[config.mk]
export PLATFORM = sky130hd
export DESIGN_NAME = ps2_rx
export DESIGN_NICKNAME = d
export VERILOG_FILES = /design/src/rtl/ps2_rx.sv
export SDC_FILE = /design/constraint.sdc
export NUM_CORES = 1
export LEC_CHECK = 0
export CORE_ASPECT_RATIO = 1.25
export CORE_MARGIN = 10
export CORE_UTILIZATION = 60
export CTS_BUF_LIST = sky130_fd_sc_hd__clkbuf_4 sky130_fd_sc_hd__clkbuf_8
export DETAILED_ROUTE_END_ITERATION = 8
export PLACE_DENSITY_LB_ADDON = 0.2
export SLEW_MARGIN = 20
export SYNTH_ARGS = -nofsm -noshare
export SYNTH_HDL_FRONTEND = slang
export SYNTH_SLANG_ARGS = --single-unit
export TNS_END_PERCENT = 100
[constraint.sdc]
create_clock -name wb_clk -period 2.2 [get_ports wb_clk]
set_input_delay 0.55 -clock wb_clk [delete_from_list [all_inputs] [get_ports wb_clk]]
set_output_delay 0.55 -clock wb_clk [all_outputs]
set_load 0.01 [all_outputs]
[src/rtl/ps2_rx.sv]
// ps2_rx: PS/2 device-to-host receiver.
//   Two-flop synchronisers on ps2_clk/ps2_dat, a run-length filter on the
//   clock line, and an FSM that deserialises 11-bit frames (start, 8 data
//   LSB-first, odd parity, stop). Each good byte is presented as a one-cycle
//   strobe; bad frames (parity, stop, inter-edge timeout) give keyb_error.
// Ports:
//   wb_clk     system clock, all logic on its rising edge
//   sys_init   synchronous active-high reset
//   ps2_clk    raw PS/2 clock (asynchronous)
//   ps2_dat    raw PS/2 data (asynchronous)
//   keyb_data  last good byte, held until the next good frame
//   keyb_valid one-cycle strobe: keyb_data is new
//   keyb_error one-cycle strobe: frame dropped
//   busy       FSM is outside IDLE
module ps2_rx #(
  parameter int FILTER_LEN     = 8,
  parameter int TIMEOUT_CYCLES = 12000
) (
  input  logic       wb_clk,
  input  logic       sys_init,
  input  logic       ps2_clk,
  input  logic       ps2_dat,
  output logic [7:0] keyb_data,
  output logic       keyb_valid,
  output logic       keyb_error,
  output logic       busy
);

  localparam int              TW       = $clog2(TIMEOUT_CYCLES + 1);
  localparam logic [7:0]      FLT_LAST = 8'(FILTER_LEN - 1);
  localparam logic [TW-1:0]   TMO_MAX  = TW'(TIMEOUT_CYCLES);

  typedef enum logic [1:0] {IDLE, DATA, PARITY, STOP} state_e;

  logic [1:0]    clk_sync_q, dat_sync_q;
  logic          clk_f_q, clk_f_d, clk_f_prev_q;
  logic [7:0]    flt_cnt_q, flt_cnt_d;
  logic [TW-1:0] tmo_q, tmo_d;
  state_e        state_q, state_d;
  logic [7:0]    shift_q, shift_d;
  logic [2:0]    bit_cnt_q, bit_cnt_d;
  logic          par_q, par_d;
  logic [7:0]    data_q, data_d;
  logic          valid_q, valid_d;
  logic          error_q, error_d;

  logic clk_s, dat_s, fall, tmo_hit;

  assign clk_s = clk_sync_q[1];
  assign dat_s = dat_sync_q[1];
  // One-cycle strobe on the filtered clock's falling edge; dat_s is
  // sampled in this same cycle.
  assign fall    = clk_f_prev_q & ~clk_f_q;
  assign tmo_hit = (state_q != IDLE) && (tmo_q == TMO_MAX);

  // Clock filter: clk_f only follows clk_s after FILTER_LEN consecutive
  // differing samples; any agreeing sample restarts the count.
  always_comb begin
    flt_cnt_d = '0;
    clk_f_d   = clk_f_q;
    if (clk_s != clk_f_q) begin
      if (flt_cnt_q == FLT_LAST) clk_f_d = clk_s;
      else                       flt_cnt_d = flt_cnt_q + 8'd1;
    end
  end

  always_comb begin
    state_d   = state_q;
    shift_d   = shift_q;
    bit_cnt_d = bit_cnt_q;
    par_d     = par_q;
    data_d    = data_q;
    valid_d   = 1'b0;
    error_d   = 1'b0;

    if (state_q == IDLE || fall || tmo_hit) tmo_d = '0;
    else if (tmo_q != TMO_MAX)              tmo_d = tmo_q + TW'(1);
    else                                    tmo_d = tmo_q;

    // Timeout takes priority over a coincident fall.
    if (tmo_hit) begin
      state_d   = IDLE;
      shift_d   = '0;
      bit_cnt_d = '0;
      error_d   = 1'b1;
    end else if (fall) begin
      unique case (state_q)
        IDLE: begin
          // A high sample here is just line noise / idle, not an error.
          if (!dat_s) begin
            state_d   = DATA;
            bit_cnt_d = '0;
          end
        end
        DATA: begin
          shift_d   = {dat_s, shift_q[7:1]};
          bit_cnt_d = bit_cnt_q + 3'd1;
          if (bit_cnt_q == 3'd7) state_d = PARITY;
        end
        PARITY: begin
          par_d   = dat_s;
          state_d = STOP;
        end
        STOP: begin
          if (dat_s && (^{shift_q, par_q})) begin
            data_d  = shift_q;
            valid_d = 1'b1;
          end else begin
            error_d = 1'b1;
          end
          state_d = IDLE;
        end
        default: state_d = IDLE;
      endcase
    end
  end

  always_ff @(posedge wb_clk) begin
    if (sys_init) begin
      clk_sync_q   <= 2'b11;
      dat_sync_q   <= 2'b11;
      clk_f_q      <= 1'b1;
      clk_f_prev_q <= 1'b1;
      flt_cnt_q    <= '0;
      tmo_q        <= '0;
      state_q      <= IDLE;
      shift_q      <= '0;
      bit_cnt_q    <= '0;
      par_q        <= 1'b0;
      data_q       <= '0;
      valid_q      <= 1'b0;
      error_q      <= 1'b0;
    end else begin
      clk_sync_q   <= {clk_sync_q[0], ps2_clk};
      dat_sync_q   <= {dat_sync_q[0], ps2_dat};
      clk_f_q      <= clk_f_d;
      clk_f_prev_q <= clk_f_q;
      flt_cnt_q    <= flt_cnt_d;
      tmo_q        <= tmo_d;
      state_q      <= state_d;
      shift_q      <= shift_d;
      bit_cnt_q    <= bit_cnt_d;
      par_q        <= par_d;
      data_q       <= data_d;
      valid_q      <= valid_d;
      error_q      <= error_d;
    end
  end

  assign keyb_data  = data_q;
  assign keyb_valid = valid_q;
  assign keyb_error = error_q;
  assign busy       = (state_q != IDLE);

endmodule

==> results.ini <==
[outcome]
outcome = finished clean

[timing]
worst_pin_slew_ns = 0.600
fmax_mhz = 513
final.setup.tns_ns = 0
period_needed_ns = 1.95
rsz0062_at_grt = no
fin_crit_sh = 0.886
hold_violations = 0
finalMaxSlewViolations = 0
setup_viol = 0
maxSlewHeadroom = 0.596
fin_skew_ns = 0.00662

[setup_path]
reg2reg_to = keyb_data[3]$_SDFFE_PP0P_
worstPathRequired_ns = 2.44
cp_top_family = XOR/XNOR gates
reg2reg_from = shift_q[5]$_SDFFE_PP0P_
critical_path.endpoint_type = flip-flop
cp-start-kind = flip-flop
cp_cell_sequence = xnor2_1 > xnor3_1 > xnor2_1 > nor3b_2 > buf_4 > mux2i_1
worstPathArrival_ns = 2.19
ff2ff_setup_slack_ns = 0.25
cpPeakStageDelay_ns = 0.42
cp_max_fo = 8
critical_path.most_common_cell = xnor2_1
critPathBufInv = 1
crit_type = reg -> reg
ff2ff_path_depth = 6
slowest_stage = xnor3_1

[pwr]
p_sw_uw = 328
p_sw_frac = 0.217
p_int_mw = 1.18
p_per_area_mw_per_mm2 = 607
comb_power_share = 0.016
p_seq_frac = 0.627
p_total_mw = 1.51
p_clk_frac = 0.358
power_leakage_nw = 0.958
ir_drop_mv = 0.589

[yosys]
synth_edf_count = 0
ys_top_cells_by_area = dfxtp_1, mux2i_1, nor2_1
ys.flop_type = dfxtp_1
yosysSeqAreaShare = 0.471
ys_warn_count = 0
synth_cell_types = 35
syn_avg_cell_area_sq_um = 9.40
synth_top_cell_by_area = dfxtp_1
synth-seq-cells = 52
syn_nets = 248
synth_top_area_frac = 0.471
synthCells = 235
syn-cell-area_sq_mm = 0.00221
synthArstFlopShare = 0

[drt]
ant_nets = 0
wl_per_cell_um = 12.5
vias = 1551
drc = 0
drtIter0Drc = 50
dr.pass1.iters = 4
drt-total-wl_um = 3690
viasPerCell = 5.28

[cells_and_area]
nNetsFinal = 267
seq_area_sq_mm = 0.00104
nFillCells = 277
multi_input_area_sq_mm = 0.00109
drive_gt1_frac = 0.0824
antenna_cells = 0
area_delta_synth_final_pct = 12.6
utilization = 0.708

[clocking]
tritoncts.num_buffers = 5
cts-root-buf = clkbuf_8
cts_max_path_buffers = 2
htreeDepth = 2
path_clk_slew_ns = 0.09
clock_sinks = 52
cts_tree = yes
clock_latency_ns = 0.31
post_cts_buffers = 0

[worst_hold_path]
min_to = clk_sync_q[1]$_SDFF_PP1_
hold_path_class = reg -> reg
hold_depth = 1
worstHoldStart = clk_sync_q[0]$_SDFF_PP1_

[floorplanning]
die_w_um = 74.3
die_h_um = 87.8
die_area_sq_mm = 0.00652
start_util = 0.629
rows = 24
io_pins = 15
core_area_sq_mm = 0.00351

[grt]
grt_max_degree = 19
met3_usage = 0.0453
grt_overflow = 0
antenna_found_initial = 0
use_met2 = 0.209
first_global_vias = 1535
gr-usage-met1 = 0.147
gr-max-usage-layer = met2
grt_use_total = 0.129
grt_pass1_wl_um = 6670

[place]
port_buffers = 14
place_congestion = 0.782
hpwlAfterDp_um = 2720

[run]
maxCapViolations = 0

[per-stage QoR]
step                hold slack [ns]  std cells  cell area (sq um)  setup slack [ns]
finish                        0.421        294               2490             0.250
global placement              0.393        286               2390             0.263
global route                  0.440        294               2490             0.113
CTS                           0.425        294               2480            0.0356
detailed placement            0.404        286               2390             0.194
floorplan                     0.389        235               2210             0.523
[placed cells by master, fill, tap and decap left out, drive strengths merged, types with 2 or more instances in the layout]
master	synthesis	final
a21oi	4	4
a22oi	2	2
and3	5	5
buf	3	5
clkbuf	4	5
clkdlybuf4s50	0	13
clkinv	0	2
dfxtp	52	52
ha	9	9
inv	10	11
mux2i	18	18
nand2	25	25
nand3	16	16
nor2	34	34
nor3	4	4
nor3b	2	2
o21ai	3	3
or2	6	6
xnor2	11	11
xor2	13	13
[synth_stat cells (2+ instances only)]
library cell   n
o21ai_0        3
inv_1         10
mux2i_1       18
ha_1           9
xor2_1        13
and3_1         5
a21oi_1        4
nand3_1       16
xnor2_1       10
dfxtp_1       52
nor3_1         4
buf_4          2
clkbuf_1       4
or2_2          6
nor2_1        34
a22oi_1        2
nand2_1       25
[worst max path at each step]
stage                                  startpoint                   endpoint  slack, ns  cells after the start
after CTS                 state_q[0]$_SDFFE_PP0P_                       busy       0.04                      4
after global placement                   sys_init      tmo_q[2]$_SDFFE_PP0P_       0.26                      4
after detailed placement                 sys_init      tmo_q[2]$_SDFFE_PP0P_       0.19                      4
after floorplan             tmo_q[0]$_SDFFE_PP0P_  bit_cnt_q[1]$_SDFFE_PP0P_       0.52                      7
after global routing      shift_q[5]$_SDFFE_PP0P_  keyb_data[4]$_SDFFE_PP0P_       0.11                      6
final                     shift_q[5]$_SDFFE_PP0P_  keyb_data[3]$_SDFFE_PP0P_       0.25                      6
[registers in the layout, indices dropped and copies added (netlist names)]
signal and cells:
keyb_error 1, state_q 2, bit_cnt_q 3, shift_q 8, flt_cnt_q 8, keyb_data 8
clk_f_prev_q 1, tmo_q 14, par_q 1, clk_sync_q 2, keyb_valid 1, clk_f_q 1
dat_sync_q 2
[area by class of cell]
cell class                      instances  share of cell area
Multi-Input combinational cell        166               0.438
Timing Repair Buffer                   19              0.0724
Clock inverter                          3             0.00905
Inverter                               10              0.0151
Tap cell                               39              0.0196
Clock buffer                            5              0.0277
Sequential cell                        52               0.419
[metal layers]
metal,up-vias,part of all wire
met2,21,0.48
li1,811,-
met1,710,0.45
met5,-,0
met3,9,0.050
met4,0,0.022
[what timing repair did]
item                                   in CTS  in global routing
resized for setup                           0                  1
hold buffers                                0                  0
setup endpoints to repair                   0                  1
endpoints found under the hold margin       0                  0
[kinds of logic (layout without fill, tap and decap cells)]
logic type,after synthesis,in the layout,share of synthesized area
flops,52,52,0.471
xor+xnor,25,25,0.109
simple gates,101,101,0.215
compound gates,13,13,0.0363
mux,18,18,0.0816
fa+ha+maj,9,9,0.0510
buf+inv,17,37,0.0357
[power by group through the flow]
stage | Combinational [mW] | Sequential [mW] | Clock, mW
final | 0.0240 | 0.946 | 0.540
after detailed placement | 0.0246 | 0.969 | 0
after global routing | 0.0275 | 0.947 | 0.589
after floorplan | 0.0140 | 0.968 | 0
after CTS | 0.0247 | 0.947 | 0.563
after global placement | 0.0243 | 0.968 | 0
(Power assumes the default switching activity.)
